--- config.mk ---
export PLATFORM = sky130hd
export DESIGN_NAME = mole_score_unit
export DESIGN_NICKNAME = d
export VERILOG_FILES = /design/src/rtl/mole_score_unit.sv
export SDC_FILE = /design/constraint.sdc
export NUM_CORES = 1
export LEC_CHECK = 0
export CAP_MARGIN = 5
export CORE_MARGIN = 1.5
export CORE_UTILIZATION = 49
export CTS_CLUSTER_SIZE = 12
export DETAILED_ROUTE_END_ITERATION = 8
export PLACE_DENSITY = 0.85
export SYNTH_ARGS = -nofsm -noshare
export SYNTH_HDL_FRONTEND = slang
export SYNTH_SLANG_ARGS = --single-unit
export TNS_END_PERCENT = 50
--- constraint.sdc ---
create_clock -name CLK100MHZ -period 4.7 [get_ports CLK100MHZ]
set_input_delay 0.705 -clock CLK100MHZ [delete_from_list [all_inputs] [get_ports CLK100MHZ]]
set_output_delay 0.705 -clock CLK100MHZ [all_outputs]
set_load 0.02 [all_outputs]
--- src/rtl/mole_score_unit.sv ---
`default_nettype none
// ============================================================================
// mole_score_unit : whack-a-mole score/miss tracker with 4-state game FSM.
// Optional STREAK_BONUS_EN macro adds hit-streak counting and bonus points.
// Revision: 1.0
// ============================================================================
module mole_score_unit #(
  parameter int N_HOLES    = 8,
  parameter int SCORE_W    = 8,
  parameter int MISS_W     = 8,
  parameter int STREAK_LEN = 4
) (
  input  logic               CLK100MHZ,
  input  logic               reset,
  input  logic               gamestart,
  input  logic               gameend,
  input  logic               mole_valid,
  input  logic [N_HOLES-1:0] mole_pos,
  input  logic [N_HOLES-1:0] switch_in,
  output logic               molehit,
  output logic [N_HOLES-1:0] cmole,
  output logic [SCORE_W-1:0] score,
  output logic [MISS_W-1:0]  misses,
  output logic [1:0]         state,
  output logic [7:0]         streak
);

  typedef enum logic [1:0] {
    ST_IDLE   = 2'd0,
    ST_WAIT   = 2'd1,
    ST_ACTIVE = 2'd2,
    ST_OVER   = 2'd3
  } state_t;

  localparam int SCORE_EXT = SCORE_W + 9;
  localparam int MISS_EXT  = MISS_W + 5;

  state_t               state_q, state_d;
  logic [N_HOLES-1:0]   sw_prev;
  logic [N_HOLES-1:0]   tog, hit, miss;
  logic [4:0]           hit_cnt, miss_cnt;
  logic [7:0]           bonus, streak_next;
  logic [SCORE_EXT-1:0] score_sum;
  logic [MISS_EXT-1:0]  miss_sum;
  logic [SCORE_W-1:0]   score_sat;
  logic [MISS_W-1:0]    miss_sat;

  logic [N_HOLES-1:0]   cmole_d;
  logic [SCORE_W-1:0]   score_d;
  logic [MISS_W-1:0]    misses_d;
  logic [7:0]           streak_d;
  logic                 molehit_d;

  function automatic logic [4:0] popcount(input logic [N_HOLES-1:0] v);
    logic [4:0] c;
    c = 5'd0;
    for (int i = 0; i < N_HOLES; i++) begin
      c = c + 5'(v[i]);
    end
    return c;
  endfunction

  assign tog      = switch_in ^ sw_prev;
  assign hit      = tog & cmole;
  assign miss     = tog & ~cmole;
  assign hit_cnt  = popcount(hit);
  assign miss_cnt = popcount(miss);

`ifdef STREAK_BONUS_EN
  logic [8:0] streak_sum;
  logic [7:0] streak_acc;

  assign streak_sum  = {1'b0, streak} + {4'd0, hit_cnt};
  assign streak_acc  = streak_sum[8] ? 8'hFF : streak_sum[7:0];
  // One bonus point per multiple of STREAK_LEN passed on the way up.
  assign bonus       = 8'(32'(streak_acc) / STREAK_LEN - 32'(streak) / STREAK_LEN);
  assign streak_next = (|miss) ? 8'd0 : streak_acc;
`else
  logic [31:0] unused_streak_len;

  assign unused_streak_len = 32'(STREAK_LEN);
  assign bonus             = 8'd0;
  assign streak_next       = 8'd0;
`endif

  assign score_sum = SCORE_EXT'(score) + SCORE_EXT'(hit_cnt) + SCORE_EXT'(bonus);
  assign score_sat = (|score_sum[SCORE_EXT-1:SCORE_W]) ? {SCORE_W{1'b1}} : score_sum[SCORE_W-1:0];
  assign miss_sum  = MISS_EXT'(misses) + MISS_EXT'(miss_cnt);
  assign miss_sat  = (|miss_sum[MISS_EXT-1:MISS_W]) ? {MISS_W{1'b1}} : miss_sum[MISS_W-1:0];

  always_comb begin
    state_d   = state_q;
    cmole_d   = cmole;
    score_d   = score;
    misses_d  = misses;
    streak_d  = streak;
    molehit_d = 1'b0;
    if (!gamestart) begin
      state_d  = ST_IDLE;
      cmole_d  = '0;
      score_d  = '0;
      misses_d = '0;
      streak_d = 8'd0;
    end else begin
      case (state_q)
        ST_IDLE: state_d = gameend ? ST_OVER : ST_WAIT;
        ST_WAIT, ST_ACTIVE: begin
          if (gameend) begin
            state_d = ST_OVER;
            cmole_d = '0;
          end else if (mole_valid) begin
            // New pattern wins; toggles seen in this cycle are dropped.
            cmole_d = mole_pos;
            state_d = (mole_pos == '0) ? ST_WAIT : ST_ACTIVE;
          end else begin
            cmole_d   = cmole & ~hit;
            score_d   = score_sat;
            misses_d  = miss_sat;
            streak_d  = streak_next;
            molehit_d = |hit;
            state_d   = ((cmole & ~hit) == '0) ? ST_WAIT : ST_ACTIVE;
          end
        end
        ST_OVER: cmole_d = '0;
      endcase
    end
  end

  always_ff @(posedge CLK100MHZ) begin
    sw_prev <= switch_in;
    if (reset) begin
      state_q <= ST_IDLE;
      cmole   <= '0;
      score   <= '0;
      misses  <= '0;
      streak  <= 8'd0;
      molehit <= 1'b0;
    end else begin
      state_q <= state_d;
      cmole   <= cmole_d;
      score   <= score_d;
      misses  <= misses_d;
      streak  <= streak_d;
      molehit <= molehit_d;
    end
  end

  assign state = state_q;

endmodule
`default_nettype wire
* Word level (Yosys, flattened, before mapping)
Index checks and enable logic that the tools add are counted.
W data, S select, Z words.
** Storage, ports and cells
- Bits in registers :: 35
- Input bits :: 21
- Output and inout port bits :: 35
** Cells by class
- $add $sub $neg :: 16
- Equality and inequality tests :: 3
- Muxes and demuxes :: 11
- Bitwise gates (word level) :: 10
- Reductions and logical operators :: 12
** Operators by type and width (number)
- $mux W8 :: 4
- $add A5 B1 Y5 :: 6
- $and A8 B8 Y8 :: 3
- $add A8 B5 Y9 :: 2
- $logic_not A8 Y1 :: 2
- $not A8 Y8 :: 2
- $pmux W8 S2 :: 1
- $add A4 B1 Y5 :: 2
- $mux W2 :: 5
- $reduce_or A5 Y1 :: 2
- $reduce_or A9 Y1 :: 1
- $add A3 B1 Y4 :: 2
- $reduce_or A8 Y1 :: 1
- $xor A8 B8 Y8 :: 1
- $add A2 B1 Y3 :: 2
- $add A1 B1 Y2 :: 2
- $eq A2 B2 Y1 const B :: 2
- $not A1 Y1 :: 4
- $pmux W2 S2 :: 1
- $reduce_bool A2 Y1 :: 2
- $reduce_or A2 Y1 :: 2
- $reduce_and A3 Y1 :: 1
- $eq A2 B1 Y1 const B :: 1
- $logic_not A2 Y1 :: 1

* Longest topological paths before layout
- Depth in word-level cells :: 12
- Mapped depth :: 15
- Depth with buffers taken out :: 15

* Least setup slack after synthesis
Ideal clock, no wire load.
- Path type :: input port to flip-flop
- Start :: in switch_in[0]
- End :: reg misses[6]
- Library setup time :: 0.078 ns
- Data arrival time :: 4.235 ns
- Data required time :: 4.622 ns
- Path slack :: 0.387 ns
- Stages :: 14
- Buffers on the path :: 0
- Cells stage by stage :: xnor2_1 > nor2_1 > fa_1 > inv_1 > fa_1 > inv_1 > fa_1 > fa_1 > fa_1 > a21o_1 > a21oi_1 > nor2_1 > and4bb_2 > nor3_1
** Between the ends
- Cells in the longest elaborated chain, start to end :: 12
** RTL lines
- start: declaration :: RTL line 19 : input logic [N_HOLES-1:0] switch_in,
- $xor A8 B8 Y8 * :: RTL line 63 : assign tog = switch_in ^ sw_prev;
- $and A8 B8 Y8 * :: RTL line 65 : assign miss = tog & ~cmole;
- $add A1 B1 Y2 * :: RTL line 58 : c = c + 5'(v[i]);
- $add A2 B1 Y3 * :: RTL line 58
- $add A3 B1 Y4 * :: RTL line 58
- $add A4 B1 Y5 * :: RTL line 58
- $add A5 B1 Y5 * (3 in a row) :: RTL line 58
- $add A8 B5 Y9 * :: RTL line 88 : assign miss_sum = MISS_EXT'(misses) + MISS_EXT'(miss_cnt);
- $reduce_or A5 Y1 :: RTL line 89 : assign miss_sat = (|miss_sum[MISS_EXT-1:MISS_W]) ? {MISS_W{1'b1}} : miss_sum[MISS_W-1:0];
- $mux W8 * :: RTL line 89
- end signal: assignment :: RTL line 142 : misses <= misses_d;
- end: declaration :: RTL line 23 : output logic [MISS_W-1:0] misses,
Every way passes the cells marked *; elsewhere a longest branch is shown, timed or not.
A chain may end at the register's enable or synchronous reset.

* Worst setup path in the final report
Same ends and word-level chain as after synthesis.

==> summary by stage <==
Status
The run finished with clean final reports.

Place
The HPWL after detailed placement is 3980 um. In this run, placement finished with an instance count of 353. At the end of routability-driven placement, the weighted congestion stood at 0.947. The post-placement worst setup slack is -0.447 ns.

The number of port buffers is 47.

Finish
The number of cells in the finished layout apart from fillers is 361. The fraction of the core area covered by cells at the end of the flow is 0.657. The repair_antennas step left the layout with diodes totalling 0. The net count of the finished layout is 353. The synthesis-to-finish area growth is 30.0%. The ratio of cells with drive above 1 in the final layout is 0.0777.

Routing
The detailed-route wire length per cell is 14.7 um. After detailed routing, the total wire length is 5310 um. Once detail routing completed, the nets flagged for antenna violations numbered 0. The post-detailed-route via-to-cell ratio is 5.63.

The first detailed-routing pass ran for 4 iterations. The total number of vias is 2034. For this block, the initial DRC count from the detailed router was 187. For this run, design rule violations remaining after detail routing come to 0.

CTS
After clock tree synthesis, the clock-pin slew on the worst setup and hold paths is 0.07 ns. The clock buffer count from CTS is 5. Counting every sink on the clock net gives 35. The maximum clock path buffer count is 2. The clock latency on the worst-skew pair is 0.30 ns. In this run the clock root is driven by a clkbuf_8. The number of buffers inserted by hold repair at cts is 0. The buffer count from post-CTS setup fixing is 0. The H-tree level count is 2. The clock tree from TritonCTS is done.

Timing
Of the available clock period, the critical path in the final layout requires 0.930. For the pin with the worst max-slew slack, the measured transition is 0.931 ns. The number of pins with negative max-slew slack in the final report came to 0.

The highest clock frequency the design can meet is 0.229 GHz. Setup repair after global routing left no endpoint under its margin. The number of endpoints failing setup at the final stage is 0. The worst slew slack as a fraction of its limit is 0.379. The final critical-path setup slack is 0.330 ns. Summed over all failing endpoints, the final setup total negative slack is 0 ns. The number of hold violations in the final report is 0. The shortest period the worst path allows is 4.37 ns.

The final worst clock skew is 0.00487 ns.

Floorplanning
The number of I/O pins is 56. The floorplan step set the die height to 69.8 um. The region available for standard cell placement spans 4320 sq um.

The die covers 4870 sq um. The floorplan has 24 rows. The initial utilization of the core area, before any placement, comes to 0.505. The chip width is 69.8 um.

Hold path
The type of the worst min-delay path is reg -> reg. The worst min-delay path startpoint is score[3].

Power and ir drop
In this run the power spent charging and discharging nets is 220 uW. The internal power component is 502 uW. For this design the ratio of total power to cell area is 254 nW/um^2. Across the VDD grid, the largest voltage drop is 0.189 mV. The analysis attributes to cell leakage a power of 0.00117 uW. Of the total power, the share spent switching nets is 0.304. The combinational cell fraction of total power is 0.271. The share of total power dissipated in the clock network is 0.299. Of the total power, registers draw 0.430.

Critical path
In this run the critical register-to-register path is launched from sw_prev[2]. STA classifies the critical path endpoint as a flip-flop. The startpoint class of the critical path is an input port.

The critical path is of the in -> reg type. The worst endpoint required time is 4.91 ns. The highest fanout seen on the critical path is 4. The arrival time of data at the critical path endpoint is 4.58 ns. Tracing the worst setup path back leads to its startpoint at switch_in[0].

Yosys
Sorting the synthesized cells by area gives the leading types as dfxtp_1, fa_1, ha_1. The number of synthesis warnings is 0. Synthesis produced a netlist whose cell count is 254.

Among all flip-flop cells after synthesis, the most frequent one is dfxtp_1. The per-instance average area after synthesis is 8.61 sq um. The share of the synthesized area in the top cell type is 0.321. The count of unique library cells instantiated by Yosys is 44.

Counting flops with an async set or reset pin after synthesis yields a share of 0. The share of the Yosys chip area taken by registers is 0.321. The biggest area contributor in the post-synthesis netlist is dfxtp_1.

The post-synthesis cell area is 2190 sq um. Counting flops and latches in the post-synthesis netlist gives 35. The number of enable-type register cells in the synthesized netlist is 0.

Global routing
The first global-routing pass estimated 9130 um of wire. The via count of the first global-routing pass is 2026. The pin count of the biggest net entering global routing is 24. The total global routing overflow is 0.

For this run, the total global-route usage over all layers was measured as 0.236. The number of antenna violations at the first check in global routing is 0.

Run
The tool flagged a number of max-cap violations equal to 0.
[worst max-delay path, stage by stage]
cell and delay (ns):
dlymetal6s2s_1 0.17, xnor2_2 0.22, nor2_1 0.08, fa_1 0.52, inv_1 0.06, fa_1 0.54, inv_1 0.06, fa_1 0.50
fa_1 0.48, fa_1 0.40, a21o_1 0.20, a21oi_4 0.18, nor2_1 0.09, and4bb_2 0.24, nor3_1 0.13
[metal layers]
layer,share of wire,global-route usage,vias to the layer above
met5,0,0,-
met1,0.43,0.290,971
li1,-,-,984
met2,0.48,0.395,70
met3,0.073,0.0785,9
met4,0.015,0.0662,0
[power by group through the flow]
stage	registers, uW	clock network, uW	logic, uW
floorplan	319	0	119
global placement	316	0	185
detailed placement	316	0	191
CTS	310	219	194
global route	311	232	217
finish	310	216	196
[per-stage QoR]
stage          hold slack [ns]  instance area [sq um]  power [uW]
6_report                 0.516                   2840         722
5_1_grt                  0.550                   2840         760
4_1_cts                  0.522                   2810         723
3_5_place_dp             0.504                   2720         507
3_3_place_gp             0.501                   2720         501
2_1_floorplan            0.567                   2210         438
[synth_stat cells (5+ instances only)]
master	instances
dfxtp_1	35
nor2_1	29
nand2_1	26
a21oi_1	18
ha_1	14
o21ai_0	13
inv_1	11
fa_1	10
xnor2_1	10
xor2_1	9
buf_4	8
nor3_1	7
clkbuf_1	6
a31oi_1	5
nand2b_1	5
[timing repair]
action | in CTS | in global routing
gates resized for setup | 2 | 6
pin swaps | 0 | 1
setup endpoints to repair | 6 | 15
[final timing paths]
path / to / slack [ns] / cells after the start
worst min register to register: score[3] / 0.52 / 2
worst min-delay path: score[3] / 0.52 / 2
worst max-delay path: misses[6] / 0.33 / 15
worst max register to register: misses[6] / 0.59 / 14
[final cells by class]
cell class                      count  area, sq um
Tap cell                           52         65.1
Clock inverter                      1         5.00
Inverter                           11         41.3
Fill cell                         365         1480
Clock buffer                        7         76.3
Timing Repair Buffer               55          536
Multi-Input combinational cell    200         1420
Sequential cell                    35          701
[kinds of logic (layout without fill, tap and decap cells)]
| family | Yosys count | in the layout | share of synthesized area |
|---|---|---|---|
| adders and majority gates | 24 | 24 | 0.172 |
| buffers and inverters | 26 | 74 | 0.0590 |
| DFF | 35 | 35 | 0.321 |
| AOI/OAI and AO/OA | 61 | 61 | 0.179 |
| and+or+nand+nor | 88 | 88 | 0.192 |
| xor gates and xnor gates | 19 | 19 | 0.0761 |
| other | 1 | 8 | 0.00172 |
[registers in the layout, summed over array words and instances, names as in the netlist]
signal	cells
cmole	8
score	8
misses	8
sw_prev	8
state	2
molehit	1
[placed cells by master, fill, tap and decap left out, drive strengths merged, types with 3 or more instances in the layout]
master / instances
nand2: 26
a22oi: 3
nand2b: 5
xor2: 9
fa: 10
ha: 14
nor3: 7
a21oi: 18
xnor2: 10
a21o: 3
inv: 11
a211oi: 4
clkbuf: 7
or3: 4
clkdlybuf4s50: 45
dfxtp: 35
nor2: 29
buf: 8
a31oi: 5
nand3: 3
o21ai: 14
conb: 8
Note: power is estimated with default switching activity, not from simulation.
